**src/rtl/cla_seq_pkg.sv**
```systemverilog
// cla_seq_pkg
//   Shared definitions for the multi-precision CLA sequencer.
//   SLICE_W       : width of one adder slice (the CLA_16bit datapath width)
//   mpadd_state_t : sequencer FSM state encoding
package cla_seq_pkg;

  localparam int SLICE_W = 16;

  typedef enum logic [1:0] {
    IDLE = 2'd0,
    RUN  = 2'd1,
    DONE = 2'd2
  } mpadd_state_t;

endpackage

```
**src/rtl/CLA_16bit.sv**
```systemverilog
// CLA_16bit
//   16-bit carry-lookahead adder built from four 4-bit lookahead groups with a
//   second lookahead level across the groups. Purely combinational.
//   A, B : 16-bit addends
//   cin  : carry into bit 0
//   out  : 16-bit sum
//   cout : carry out of bit 15
module CLA_16bit (
  input  logic [15:0] A,
  input  logic [15:0] B,
  input  logic        cin,
  output logic        cout,
  output logic [15:0] out
);

  logic [15:0] g;
  logic [15:0] p;
  logic [15:0] c;
  logic [3:0]  gg;
  logic [3:0]  pg;
  logic [3:0]  gc;

  assign g = A & B;
  assign p = A ^ B;

  // Group generate/propagate for each 4-bit group.
  always_comb begin
    gg = '0;
    pg = '0;
    for (int grp = 0; grp < 4; grp++) begin
      gg[grp] = g[4*grp+3]
              | (p[4*grp+3] & g[4*grp+2])
              | (p[4*grp+3] & p[4*grp+2] & g[4*grp+1])
              | (p[4*grp+3] & p[4*grp+2] & p[4*grp+1] & g[4*grp]);
      pg[grp] = &p[4*grp +: 4];
    end
  end

  // Second-level lookahead: carries into each group, computed in parallel.
  always_comb begin
    gc[0] = cin;
    gc[1] = gg[0] | (pg[0] & cin);
    gc[2] = gg[1] | (pg[1] & gg[0]) | (pg[1] & pg[0] & cin);
    gc[3] = gg[2] | (pg[2] & gg[1]) | (pg[2] & pg[1] & gg[0])
          | (pg[2] & pg[1] & pg[0] & cin);
    cout  = gg[3] | (pg[3] & gg[2]) | (pg[3] & pg[2] & gg[1])
          | (pg[3] & pg[2] & pg[1] & gg[0])
          | (pg[3] & pg[2] & pg[1] & pg[0] & cin);
  end

  // Bit carries inside each group, seeded from the group carry-in.
  always_comb begin
    c = '0;
    for (int grp = 0; grp < 4; grp++) begin
      c[4*grp]   = gc[grp];
      c[4*grp+1] = g[4*grp]   | (p[4*grp]   & gc[grp]);
      c[4*grp+2] = g[4*grp+1] | (p[4*grp+1] & g[4*grp])
                 | (p[4*grp+1] & p[4*grp] & gc[grp]);
      c[4*grp+3] = g[4*grp+2] | (p[4*grp+2] & g[4*grp+1])
                 | (p[4*grp+2] & p[4*grp+1] & g[4*grp])
                 | (p[4*grp+2] & p[4*grp+1] & p[4*grp] & gc[grp]);
    end
  end

  assign out = p ^ c;

endmodule

```
**src/rtl/cla_mpadd_seq.sv**
```systemverilog
// cla_mpadd_seq
//   Multi-precision add/subtract sequencer. Wide operands are pushed through a
//   single CLA_16bit one slice per cycle, least-significant slice first, with
//   the inter-slice carry held in a register.
//   clk, rst_n          : clock, asynchronous active-low reset
//   in_valid / in_ready : operand handshake (a, b, cin, sub)
//   out_valid/out_ready : result handshake (sum, cout, ovf)
//   dbg_state           : current FSM state, for observation only
//
// Handshake semantics (both ports): a transfer happens on a rising clock edge
// where valid && ready are both 1. in_ready is 1 only in IDLE and out_valid is
// 1 only in DONE; both are decoded from the state register, so neither depends
// combinationally on any input. Once out_valid is high, sum/cout/ovf hold
// until the transfer edge. in_valid outside IDLE is ignored.
module cla_mpadd_seq
  import cla_seq_pkg::*;
#(
  parameter int WORDS = 4
) (
  input  logic                     clk,
  input  logic                     rst_n,
  input  logic                     in_valid,
  output logic                     in_ready,
  input  logic [SLICE_W*WORDS-1:0] a,
  input  logic [SLICE_W*WORDS-1:0] b,
  input  logic                     cin,
  input  logic                     sub,
  output logic                     out_valid,
  input  logic                     out_ready,
  output logic [SLICE_W*WORDS-1:0] sum,
  output logic                     cout,
  output logic                     ovf,
  output mpadd_state_t             dbg_state
);

  localparam int W     = SLICE_W * WORDS;
  localparam int IDX_W = (WORDS > 1) ? $clog2(WORDS) : 1;
  localparam logic [IDX_W-1:0] LAST_IDX = IDX_W'(WORDS - 1);

  mpadd_state_t     state;
  mpadd_state_t     state_nx;
  logic [IDX_W-1:0] idx;
  logic [W-1:0]     a_r;
  logic [W-1:0]     b_r;
  logic [W-1:0]     sum_r;
  logic             carry_r;
  logic             ovf_r;

  logic [SLICE_W-1:0] cla_a;
  logic [SLICE_W-1:0] cla_b;
  logic [SLICE_W-1:0] cla_out;
  logic               cla_cout;
  logic               last_slice;

  // Slice mux feeding the shared adder.
  assign cla_a      = a_r[idx*SLICE_W +: SLICE_W];
  assign cla_b      = b_r[idx*SLICE_W +: SLICE_W];
  assign last_slice = (idx == LAST_IDX);

  CLA_16bit u_cla (
    .A    (cla_a),
    .B    (cla_b),
    .cin  (carry_r),
    .cout (cla_cout),
    .out  (cla_out)
  );

  always_ff @(posedge clk or negedge rst_n) begin
    if (!rst_n) begin
      state <= IDLE;
    end else begin
      state <= state_nx;
    end
  end

  always_comb begin
    state_nx = state;
    case (state)
      IDLE:    if (in_valid)   state_nx = RUN;
      RUN:     if (last_slice) state_nx = DONE;
      DONE:    if (out_ready)  state_nx = IDLE;
      default: state_nx = IDLE;
    endcase
  end

  // Datapath. Subtraction is a + ~b + ~cin, so b and the borrow are inverted
  // once at capture and the slice loop is identical for add and subtract.
  always_ff @(posedge clk or negedge rst_n) begin
    if (!rst_n) begin
      idx     <= '0;
      a_r     <= '0;
      b_r     <= '0;
      sum_r   <= '0;
      carry_r <= 1'b0;
      ovf_r   <= 1'b0;
    end else begin
      case (state)
        IDLE: begin
          if (in_valid) begin
            a_r     <= a;
            b_r     <= sub ? ~b : b;
            carry_r <= sub ? ~cin : cin;
            idx     <= '0;
          end
        end
        RUN: begin
          sum_r[idx*SLICE_W +: SLICE_W] <= cla_out;
          carry_r <= cla_cout;
          if (last_slice) begin
            idx   <= '0;
            // Signed overflow: operands share a sign that the result lacks.
            ovf_r <= (a_r[W-1] == b_r[W-1]) && (cla_out[SLICE_W-1] != a_r[W-1]);
          end else begin
            idx <= idx + 1'b1;
          end
        end
        default: ;
      endcase
    end
  end

  assign in_ready  = (state == IDLE);
  assign out_valid = (state == DONE);
  assign sum       = sum_r;
  assign cout      = carry_r;
  assign ovf       = ovf_r;
  assign dbg_state = state;

endmodule

```
**config.mk**
```make
export PLATFORM = sky130hd
export DESIGN_NAME = cla_mpadd_seq
export DESIGN_NICKNAME = d
export VERILOG_FILES = /design/src/rtl/cla_seq_pkg.sv /design/src/rtl/CLA_16bit.sv /design/src/rtl/cla_mpadd_seq.sv
export SDC_FILE = /design/constraint.sdc
export NUM_CORES = 1
export LEC_CHECK = 0
export ABC_AREA = 1
export CORE_MARGIN = 1.5
export CORE_UTILIZATION = 40
export DETAILED_ROUTE_END_ITERATION = 7
export DONT_BUFFER_PORTS = 1
export SYNTH_ARGS = -nofsm -noshare
export SYNTH_HDL_FRONTEND = slang
export SYNTH_SLANG_ARGS = --single-unit
```
**constraint.sdc**
```tcl
create_clock -name clk -period 4.7 [get_ports clk]
set_input_delay 0.705 -clock clk [delete_from_list [all_inputs] [get_ports clk]]
set_output_delay 0.705 -clock clk [all_outputs]
set_load 0.01 [all_outputs]
```
# After elaboration in Yosys (flattened, before gate mapping)
# Cells that the tools add are included.
[classes]
reduce_logical = 11
n_shift = 4
bitwise_logic = 123
add_sub_neg = 2
eq_ne = 8
mux = 12
[op_table]
columns = ["op", "count"]
rows = [
  ["$shiftx 64x7->16", 2],
  ["$and 1x1->1", 72],
  ["$bwmux 64", 1],
  ["$mux 64", 1],
  ["$not 64->64", 1],
  ["$shift 16x34->64 const A", 1],
  ["$shiftx 16x34->64", 1],
  ["$or 1x1->1", 46],
  ["$neg 6->34", 1],
  ["$xor 16x16->16", 2],
  ["$and 16x16->16", 1],
  ["$reduce_and 4->1", 4],
  ["$mux 2", 5],
  ["$pmux 2 s3", 1],
  ["$reduce_and 2->1", 3],
  ["$eq 2x2->1 const B", 2],
  ["$ne 2x2->1 const B", 2],
  ["$pmux 2 s2", 1],
  ["$reduce_and 3->1", 1],
  ["$add 2x1->2 const B", 1],
  ["$eq 2x1->1 const B", 1],
  ["$logic_not 2->1", 1],
  ["$mux 1", 2],
  ["$ne 2x1->1 const B", 1],
  ["other kinds (6)", 6],
]
[totals]
elab_cells = 167
register_bits = 198
out_inout_bits = 70

# Depth between registers and ports, before layout
# Gate-level depths: netlist (run 1).
[depth]
ltp_word = 15
depth_mapped = 19
ltp_nobuf = 17

# By module
# A second synthesis (run 1) with hierarchy kept.
[hier_totals]
hier_cells = 1268
area_unflattened_um2 = 10184.8
[by_module_without_submodules]
columns = ["module", "seq_area_each_um2", "n_inst", "area_each_um2", "cells_per_inst"]
rows = [
  ["cla_mpadd_seq", 4954.8, 1, 9399.0, 1143],
  ["CLA_16bit", 0.0, 1, 785.8, 125],
]

# Least setup slack after synthesis (run 1)
# OpenSTA, ideal clock, no wires.
[synth_path]
kind = "reg-to-reg"
from = "register idx[0]"
to = "register sum_r[45] (netlist: sum[45])"
arrival_ns = 2.889
path_slack_ns = 1.690
n_path_buf = 3
synth_period_minus_slack_ns = 3.010
stages_incl_launch_ff = 16
t_required_ns = 4.579
path_cell_list = "dfrtp_1 > buf_2 > clkbuf_1 > buf_1 > nor2_1 > o22ai_1 > ha_1 > nand2_1 > nor2_1 > and2_1 > nand2_1 > nand2_1 > fa_1 > xnor2_1 > nor2_1 > a22o_1"
[synth_via]
elab_chain_len = 15
[synth_rtl]
columns = ["element", "line", "text"]
rows = [
  ["from (decl)", "cla_mpadd_seq.sv:42", "logic [IDX_W-1:0] idx;"],
  ["from (signal assigned)", "cla_mpadd_seq.sv:114", "idx <= idx + 1'b1;"],
  ["$shiftx 64x7->16 (on tied branches)", "cla_mpadd_seq.sv:56, cla_mpadd_seq.sv:57", ""],
  ["$xor 16x16->16 or $and 16x16->16 (tied branches)", "CLA_16bit.sv:24, CLA_16bit.sv:23", ""],
  ["$and 1x1->1 (on tied branches)", "CLA_16bit.sv:32, CLA_16bit.sv:33, CLA_16bit.sv:34", ""],
  ["$or 1x1->1, or another cell as far along", "CLA_16bit.sv:32", "| (p[4*grp+3] & g[4*grp+2])"],
  ["$or 1x1->1 or $and 1x1->1 (tied branches)", "CLA_16bit.sv:33, CLA_16bit.sv:34", ""],
  ["$or 1x1->1", "CLA_16bit.sv:34", "| (p[4*grp+3] & p[4*grp+2] & p[4*grp+1] & g[4*grp]);"],
  ["$and 1x1->1", "CLA_16bit.sv:44", "gc[3] = gg[2] | (pg[2] & gg[1]) | (pg[2] & pg[1] & gg[0])"],
  ["$or 1x1->1 (2 in series)", "CLA_16bit.sv:44", ""],
  ["$or 1x1->1", "CLA_16bit.sv:45", "| (pg[2] & pg[1] & pg[0] & cin);"],
  ["$and 1x1->1 (on tied branches)", "CLA_16bit.sv:56, CLA_16bit.sv:58, CLA_16bit.sv:61", ""],
  ["$or 1x1->1 (on tied branches)", "CLA_16bit.sv:56, CLA_16bit.sv:58, CLA_16bit.sv:61", ""],
  ["$xor 16x16->16", "CLA_16bit.sv:65", "assign out = p ^ c;"],
  ["$shiftx 16x34->64", "cla_mpadd_seq.sv:107", "sum_r[idx*SLICE_W +: SLICE_W] <= cla_out;"],
  ["$bwmux 64 *", "cla_mpadd_seq.sv:107", ""],
  ["to (signal, indexed assignment)", "cla_mpadd_seq.sv:107", ""],
  ["to (decl)", "cla_mpadd_seq.sv:45", "logic [W-1:0] sum_r;"],
]
# Mark *: on every way between the ends. The rest lies on a longest branch, timed or not.
# A chain may end at the register's enable or synchronous reset.

# Worst setup path in the final report (run 1)
[layout_path]
from = "register idx[0]"
to = "register sum_r[29] (netlist: sum[29])"
# Same word-level chain as after synthesis.

==> results by group, run 1 <==
STA
  – Fmax: 0.276 GHz
  – RSZ-0062 raised after global routing: false
  – Count of final hold-check violations: 87
  – Crit path time final: 3.63 ns
  – Final setup fails: 0
  – Max_slew headroom: 37.1%
  – WHS: -0.0360 ns
  – Pin slew with the least headroom to its limit: 0.944 ns
  – Clk_skew: 0.0106 ns
  – Setup TNS: 0 ns
  – Slew Limit Fails: 0
  – Fin crit share: 77.2%

Placement
  – Port bufs: 0
  – Post-DP HPWL: 18.6 mm
  – Routability-driven placement congestion ratio: 0.811
  – Placed Cells: 1408

Worst hold path
  – Worst Hold Class: in -> async

Synth
  – Synth cell count leaders: 402 x nand2_1, 198 x dfrtp_1, 141 x o21ai_0
  – Yosys warns: 0
  – Post-synth EDFFs: 0
  – Top cell type's share of synthesized area: 51.0%
  – Distinct cells, synth: 36
  – #FFs+latches synth: 198
  – Ys flop type: dfrtp_1
  – Top cell type by total area after synthesis: dfrtp_1
  – Count leader, synth: nand2_1
  – Async SR Flop Fraction: 100%
  – Post-Synthesis Net Count: 1311
  – Post-synthesis sequential area ratio: 51.0%
  – Synthesized area per cell: 8.44 µm²
  – Synthesized area: 9720 µm²
  – Dominant cells by area after synthesis: dfrtp_1 51%, nand2_1 16%, o21ai_0 7.3%, xnor2_1 6.0%, nor2_1 3.1%
  – Mapped Cells: 1151

Floorplanning
  – Core area: 23700 µm²
  – Die Y: 159 µm
  – Initial Utilization: 41.0%
  – Row Count: 56
  – Io pins: 204
  – Die width: 159 µm
  – Die Footprint: 25200 µm²

Clocking
  – CTS tree: yes
  – Post-CTS Setup Repair Bufs: 0
  – Worst skew pair latency: 0.43 ns
  – Clock Sinks: 198
  – # resized after CTS: 0
  – Clock transition at the registers of the reported paths: 0.07 ns
  – # H-tree levels: 4
  – Total CTS buffers: 17
  – CTS max path bufs: 2
  – Root buf cell: clkbuf_16

Run status
  – Status: complete, but fails checks
  – Failing checks: hold timing

Layout
  – ANT cells: 0
  – P&R area growth vs syn: 8.10%
  – Post-route non-filler standard cell count: 1439
  – Fill cells: 2440
  – Share of cells above drive strength 1: 4.82%
  – Register area: 4960 µm²
  – Area of the multi-input gates: 4270 µm²
  – Fin nets: 1268

Route
  – Number of remaining DRC errors: 0
  – Drt wl/cell: 18.4 µm
  – Drt via density: 5.28
  – Routed Antenna Nets: 0
  – Vias post-DR: 7591
  – DRT Pass-1 Iters: 5
  – Final wirelength: 26.5 mm
  – Initial DRC count: 615

Global routing
  – Largest net degree at the start of global routing: 199
  – Global-route wire length before repair: 41.9 mm
  – Vias in the first global route: 7434
  – Initial antenna violation count: 0
  – GRT Total Usage: 21.3%
  – Remaining Overflow, GRT: 0

Setup path
  – Crit path arrival time: 3.98 ns
  – Required @ worst endpoint: 5.05 ns
  – CP Max Fanout: 90
  – Worst setup EP type: register
  – Critical path class: reg -> reg
  – CP startpoint kind: register

Pwr
  – Leakage: 5.07 nW
  – PwrDens: 886 nW/µm²
  – Max VDD drop: 388 µV
  – Total power: 9.30 mW

Job
  – Max Cap Viol: 0
cells in the final DEF (no fill, tap or decap), types with 4 or more instances in the layout:
cell type	Yosys	routed
fa_1	4	4
bufinv_16	0	5
inv_1	38	36
nor2_1	81	81
o21ai_1	17	17
clkbuf_16	0	17
nand3_1	24	24
nand4_1	9	9
o22ai_1	30	30
a21oi_1	7	7
inv_2	5	7
a22o_1	11	11
xnor2_1	67	67
ha_1	22	22
nand2_1	402	401
dfrtp_1	198	197
o21ai_0	141	141
buf_4	15	6
layout make-up:
class	instances	share of cell area, %
Sequential cell	198	47.2
Multi-Input combinational cell	840	40.6
Clock buffer	20	4.35
Tap cell	319	3.80
Clock inverter	11	1.85
Inverter	44	1.57
Timing Repair Buffer	7	0.619
sequential cells by signal (all words and copies together) (netlist names):
name       flops
a_r           64
b_r           64
cout           1
dbg_state      2
idx            2
ovf            1
sum           64
path summary, 6_finish.rpt:
check / cells after the start / end / from / slack, ns
max in group asynchronous: 0 / b_r[26]$_DFFE_PN0P_ / rst_n / 4.45
min reg2reg: 2 / b_r[40]$_DFFE_PN0P_ / b_r[40]$_DFFE_PN0P_ / 0.48
min in group clk: 1 / dbg_state[1]$_DFFE_PN0P_ / out_ready / 0.35
max: 15 / sum[29]$_DFFE_PN0P_ / idx[0]$_DFFE_PN0P_ / 1.07
max reg2reg: 15 / sum[29]$_DFFE_PN0P_ / idx[0]$_DFFE_PN0P_ / 1.07
min: 0 / sum[51]$_DFFE_PN0P_ / rst_n / -0.04
per-layer routing:
layer	up-vias	global-route usage, %	wire length, µm
met2	269	33.9	12300
met1	3642	28.1	11600
met5	-	0	0
met3	39	5.59	1860
met4	0	7.50	716
li1	3641	-	-
metrics by stage:
step / setup slack (ns) / area, µm² / util, %
after floorplan: 1.69 / 9720 / -
after global placement: 1.13 / 9850 / 41.6
after detailed placement: 1.11 / 9850 / 41.6
after CTS: 1.09 / 10500 / 44.4
after global routing: 0.731 / 10500 / 44.4
final: 1.07 / 10500 / 44.4
cells by family (layout without fill, tap and decap cells):
group                      Yosys count  in the layout  synth area share [%]
AOI/OAI and AO/OA                  218            218                  12.4
and+or+nand+nor                    527            527                  21.5
buffers and inverters              113             82                  5.16
adders and majority gates           26             26                  3.66
xor gates and xnor gates            69             69                  6.22
DFF                                198            198                  51.0
report_power, final:
group,internal [mW],switching (mW)
Combinational,1.50,3.12
Clock,0.974,0.652
Sequential,2.44,0.619
worst max-delay path, cell delays in order, from the launching register on:
cell and delay [ns]:
dfrtp_2 0.36, buf_4 0.70, o21ai_0 0.22, o22ai_1 0.40
ha_1 0.36, nand2_1 0.11, inv_1 0.04, nand2_1 0.05
nand2_1 0.04, a21oi_1 0.12, nand2_1 0.13, fa_1 0.40
xnor2_1 0.17, nor2_1 0.15, nand2_1 0.08, o21ai_0 0.18
Power figures use the tool's default switching activity.
==> run 2: changes to the inputs <==
==> constraint.sdc (replaced) <==
create_clock -name clk -period 3.7 [get_ports clk]
set_input_delay 0.555 -clock clk [delete_from_list [all_inputs] [get_ports clk]]
set_output_delay 0.555 -clock clk [all_outputs]
set_load 0.01 [all_outputs]
==> run 2 against run 1 <==
  * The flow still finishes with violations (hold timing)
  * Clock-buffer cell count is 3 lower
  * First-iteration DRC count is 2.1% lower
  * Total power is 24% higher
  * Global-route usage is 0.090 points higher
  * Non-clock buffer count is 3 higher
  * Final cell count is 0.28% higher
  * Critical endpoint unchanged
  * Combinational power is 25% higher
  * Flip-flop and latch count stayed put
==> results by group, run 2 (synthesis results as in run 1) <==
Route
  – Drt wl/cell: 18.4 µm
  – Final wirelength: 26.5 mm
  – Number of remaining DRC errors: 0
  – DRT Pass-1 Iters: 5
  – Drt via density: 5.13
  – Vias post-DR: 7408
  – Initial DRC count: 602
  – Routed Antenna Nets: 0

Global routing
  – Vias in the first global route: 7218
  – Remaining Overflow, GRT: 0
  – Grt peak-use layer: met2
  – GRT Total Usage: 21.4%
  – Largest net degree at the start of global routing: 199
  – Met1 GRT Util: 28.6%
  – Global-route wire length before repair: 41.6 mm
  – Initial antenna violation count: 0
  – GR Util met3: 5.88%
  – M2 GR Usage: 34.6%

STA
  – Pin slew with the least headroom to its limit: 0.784 ns
  – Count of final hold-check violations: 198
  – Clk_skew: 0.0139 ns
  – Crit path time final: 3.18 ns
  – Max_slew headroom: 47.7%
  – Fin crit share: 86.1%
  – Final setup fails: 0
  – RSZ-0062 raised after global routing: false
  – WHS: -0.193 ns
  – Slew Limit Fails: 0
  – Setup TNS: 0 ns
  – Fmax: 0.314 GHz

Clocking
  – Total CTS buffers: 17
  – CTS tree: yes
  – # H-tree levels: 4
  – Worst skew pair latency: 0.44 ns
  – Clock Sinks: 198
  – Root buf cell: clkbuf_16
  – CTS max path bufs: 2
  – Clock transition at the registers of the reported paths: 0.08 ns
  – Post-CTS Setup Repair Bufs: 0

Pwr
  – Leakage: 5.04 nW
  – PwrDens: 1100 nW/µm²
  – Max VDD drop: 549 µV
  – Total power: 11.5 mW

Layout
  – Register area: 4960 µm²
  – Post-route non-filler standard cell count: 1443
  – Fill cells: 2447
  – Share of cells above drive strength 1: 5.25%
  – Most frequent cells in the layout: 401 x nand2_1, 197 x dfrtp_1, 141 x o21ai_0
  – Final Util: 44.1%
  – Area of the multi-input gates: 4270 µm²
  – P&R area growth vs syn: 7.43%
  – Fin nets: 1271
  – ANT cells: 0
  – Commonest non-fill, non-tap cell in the layout: nand2_1

Setup path
  – Critical path class: reg -> reg
  – Worst setup EP type: register
  – Required @ worst endpoint: 4.06 ns
  – Crit path arrival time: 3.54 ns
  – CP Max Fanout: 50
  – CP startpoint kind: register

Floorplanning
  – Die width: 159 µm
  – Io pins: 204
  – Core area: 23700 µm²
  – Die Footprint: 25200 µm²
  – Row Count: 56
  – Initial Utilization: 41.0%
  – Die Y: 159 µm

Job
  – Max Cap Viol: 0

Worst hold path
  – Worst Hold Class: in -> async

Run status
  – Status: complete, but fails checks
  – Failing checks: hold timing

Placement
  – Placed Cells: 1411
  – Routability-driven placement congestion ratio: 0.848
  – Port bufs: 0
  – Post-DP HPWL: 18.8 mm
==> run 2: worst paths after layout <==
kind,from,end,slack [ns],cells past startpoint
hold reg to reg,a_r[35]$_DFFE_PN0P_,a_r[35]$_DFFE_PN0P_,0.48,2
setup / recovery,idx[0]$_DFFE_PN0P_,sum[29]$_DFFE_PN0P_,0.52,14
max in group asynchronous,rst_n,a_r[34]$_DFFE_PN0P_,3.59,0
setup reg to reg,idx[0]$_DFFE_PN0P_,sum[29]$_DFFE_PN0P_,0.52,14
hold / removal,rst_n,sum[18]$_DFFE_PN0P_,-0.19,0
min in group clk,out_ready,dbg_state[1]$_DFFE_PN0P_,0.20,1
==> run 2: power by group <==
group	leakage, nW	internal (mW)	switching (mW)	total, mW
sequential	2.54	3.09	0.799	3.89
combinational	2.22	1.91	3.87	5.78
clock	0.271	0.893	0.930	1.82
total	5.04	5.90	5.60	11.5
==> run 2: routing by layer <==
layer  routed length, µm  vias to the layer above
met3                2010                       14
met5                   0                        -
met4                 225                        0
met1               11800                     3515
li1                    -                     3639
met2               12500                      240
==> run 2: area by class of cell <==
type	count	share of cell area, %
clock buffers	17	4.08
clock inverters	15	1.32
inverters	44	1.58
multi-input cells	840	40.9
flip-flops and latches	198	47.5
well taps	319	3.82
repair buffers	10	0.839
==> run 2: per-stage QoR <==
stage / worst slack [ns] / area (µm²)
2_1_floorplan: 0.690 / 9720
3_3_place_gp: 0.631 / 9880
3_5_place_dp: 0.540 / 9880
4_1_cts: 0.521 / 10400
5_1_grt: 0.128 / 10400
6_report: 0.515 / 10400
==> run 2: repair_timing <==
item	in CTS	in global routing
endpoints found under the setup margin	0	0
gates resized for setup	0	0
hold endpoints to repair	198	198
==> run 2: worst max-delay path, stage by stage, from the launching register on <==
cell	delay (ns)
dfrtp_2	0.39
buf_4	0.45
o21ai_0	0.17
o22ai_1	0.38
ha_1	0.33
nand2_1	0.08
nor2_1	0.06
and2_1	0.13
nand2_1	0.06
nand2_1	0.11
fa_1	0.39
xnor2_1	0.16
nor2_1	0.14
nand2_1	0.09
o21ai_0	0.16
==> run 3: changes to the inputs <==
--- a/config.mk
+++ b/config.mk
@@ -8,6 +8,7 @@
 export ABC_AREA = 1
 export CORE_MARGIN = 1.5
 export CORE_UTILIZATION = 40
+export CTS_BUF_LIST = sky130_fd_sc_hd__clkbuf_8
 export DETAILED_ROUTE_END_ITERATION = 7
 export DONT_BUFFER_PORTS = 1
 export SYNTH_ARGS = -nofsm -noshare
==> constraint.sdc (replaced) <==
create_clock -name clk -period 3.91 [get_ports clk]
set_input_delay 0.5865 -clock clk [delete_from_list [all_inputs] [get_ports clk]]
set_output_delay 0.5865 -clock clk [all_outputs]
set_load 0.01 [all_outputs]
==> run 3 against run 2 <==
  * Clock power down 23%
  * Fmax down 1.1%
  * Hold slack got worse by 0.013 ns
  * Final cell count about the same
  * Flip-flop and latch count is the same
  * Clock skew increased by 0.0050 ns
  * Highest routed layer unchanged
  * The run still ends with hold timing left
  * First-iteration DRC count rose by 4.3%
  * Critical path type unchanged
  * Critical path depth up 1
  * Global-route usage down 0.16 points
  * Non-clock buffer count shrank 1
  * Worst setup slack improved by 0.17 ns
==> results by group, run 3 (synthesis results as in run 1) <==
Run status
  – Status: complete, but fails checks
  – Failing checks: hold timing

Placement
  – Port bufs: 0
  – Routability-driven placement congestion ratio: 0.856
  – Post-DP HPWL: 18.8 mm
  – Post-DP Area: 9880 µm²
  – DP Worst Slack: 0.738 ns
  – Placed Cells: 1410

STA
  – Pin slew with the least headroom to its limit: 0.801 ns
  – Fmax: 0.310 GHz
  – RSZ-0062 raised after global routing: false
  – Setup TNS: 0 ns
  – Clk_skew: 0.0189 ns
  – Fin crit share: 82.4%
  – Max_slew headroom: 46.6%
  – Count of final hold-check violations: 198
  – Final setup fails: 0
  – Crit path time final: 3.22 ns
  – WHS: -0.206 ns
  – Slew Limit Fails: 0
  – Setup WS post-layout: 0.689 ns

Layout
  – Commonest non-fill, non-tap cell in the layout: nand2_1
  – Fill cells: 2411
  – Final instance area: 10300 µm²
  – Post-route non-filler standard cell count: 1442
  – Register area: 4960 µm²
  – Share of cells above drive strength 1: 5.16%
  – P&R area growth vs syn: 5.96%
  – Most frequent cells in the layout: 401 x nand2_1, 197 x dfrtp_1, 141 x o21ai_0
  – Final Util: 43.5%
  – ANT cells: 0
  – Area of the multi-input gates: 4270 µm²
  – Fin nets: 1270

Setup path
  – Most frequent cell on the critical path: nand2_1
  – Required @ worst endpoint: 4.32 ns
  – Max stage delay on crit path: 0.63 ns
  – Worst setup EP type: register
  – CP Max Fanout: 20
  – Slowest CP cell: dfrtp_1
  – Crit path arrival time: 3.63 ns
  – Critical path class: reg -> reg
  – CP startpoint kind: register
  – Worst path cell trace: buf_4, o21ai_0, o22ai_1, ha_1, nand2_1, inv_1, nand2_1, nand2_1, a21oi_1, nand2_1, fa_1, xnor2_1, nor2_1, nand2_1, o21ai_1

Pwr
  – Sw Share: 49.5%
  – Max VDD drop: 485 µV
  – PwrDens: 1030 nW/µm²
  – Cell Int Power: 5.35 mW
  – Net Switching: 5.24 mW
  – Seq pwr share: 35.1%
  – Total power: 10.6 mW
  – Part of the power in the clock network: 13.3%
  – Comb power frac: 51.7%
  – Leakage: 4.97 nW

Global routing
  – GRT Total Usage: 21.2%
  – Vias in the first global route: 7151
  – Global-route wire length before repair: 41.4 mm
  – Largest net degree at the start of global routing: 199
  – Initial antenna violation count: 0
  – Remaining Overflow, GRT: 0

Clocking
  – Root buf cell: clkbuf_8
  – CTS tree: yes
  – CTS max path bufs: 2
  – # resized after CTS: 0
  – Worst skew pair latency: 0.48 ns
  – Total CTS buffers: 17
  – Clock Sinks: 198
  – # H-tree levels: 4
  – Clock transition at the registers of the reported paths: 0.11 ns
  – Post-CTS Setup Repair Bufs: 0

Floorplanning
  – Core area: 23700 µm²
  – Initial Utilization: 41.0%
  – Io pins: 204
  – Row Count: 56
  – Die width: 159 µm
  – Die Footprint: 25200 µm²
  – Die Y: 159 µm

Route
  – DRT Pass-1 Iters: 5
  – Drt via density: 5.16
  – Number of remaining DRC errors: 0
  – Drt wl/cell: 18.3 µm
  – Vias post-DR: 7439
  – Initial DRC count: 628
  – Final wirelength: 26.4 mm
  – Routed Antenna Nets: 0

Job
  – Max Cap Viol: 0

Worst hold path
  – Worst Hold Class: in -> async
## run 3: cell types whose count changed in the layout (fill, tap and decap cells not counted), sizes merged
cell,delta
clkinv,+1
clkbuf,+1
bufinv,+2
clkinvlp,-1
inv,-3
buf,-1
## run 3: critical path, delay by kind of cell (launching register included)
kind / cells / cell delay [ns]
adders and majority gates: 2 / 0.73
AOI/OAI and AO/OA: 4 / 0.68
DFF: 1 / 0.63
and+or+nand+nor: 6 / 0.58
buffers and inverters: 2 / 0.36
xor gates and xnor gates: 1 / 0.15
## run 3: final timing paths
check,startpoint,endpoint,slack [ns],cells after the start
worst max-delay path,idx[1]$_DFFE_PN0P_,sum[61]$_DFFE_PN0P_,0.69,15
worst min-delay path,rst_n,sum[36]$_DFFE_PN0P_,-0.21,0
worst max register to register,idx[1]$_DFFE_PN0P_,sum[61]$_DFFE_PN0P_,0.69,15
worst min register to register,a_r[27]$_DFFE_PN0P_,a_r[27]$_DFFE_PN0P_,0.48,2
max in group asynchronous,rst_n,a_r[27]$_DFFE_PN0P_,3.63,0
min in group clk,out_ready,dbg_state[1]$_DFFE_PN0P_,0.18,1
## run 3: cell type report
cell class / count / area share (%)
Multi-Input combinational cell: 840 / 41.5
Clock buffer: 18 / 2.41
Timing Repair Buffer: 9 / 0.899
Tap cell: 319 / 3.88
Sequential cell: 198 / 48.1
Inverter: 44 / 1.60
Clock inverter: 14 / 1.63
## run 3: per-layer routing
metal / wire length [µm] / GRT usage, %
met5: 0 / 0
met4: 299 / 5.02
met3: 2010 / 5.51
met2: 12200 / 33.7
met1: 11900 / 29.1
## run 3: power groups by stage
stage,registers (mW),clock network [mW],logic [mW]
2_1_floorplan,3.44,0,4.07
3_3_place_gp,3.75,0,5.35
3_5_place_dp,3.76,0,5.44
4_1_cts,3.72,1.43,5.47
5_1_grt,3.81,1.52,6.18
6_report,3.71,1.40,5.48
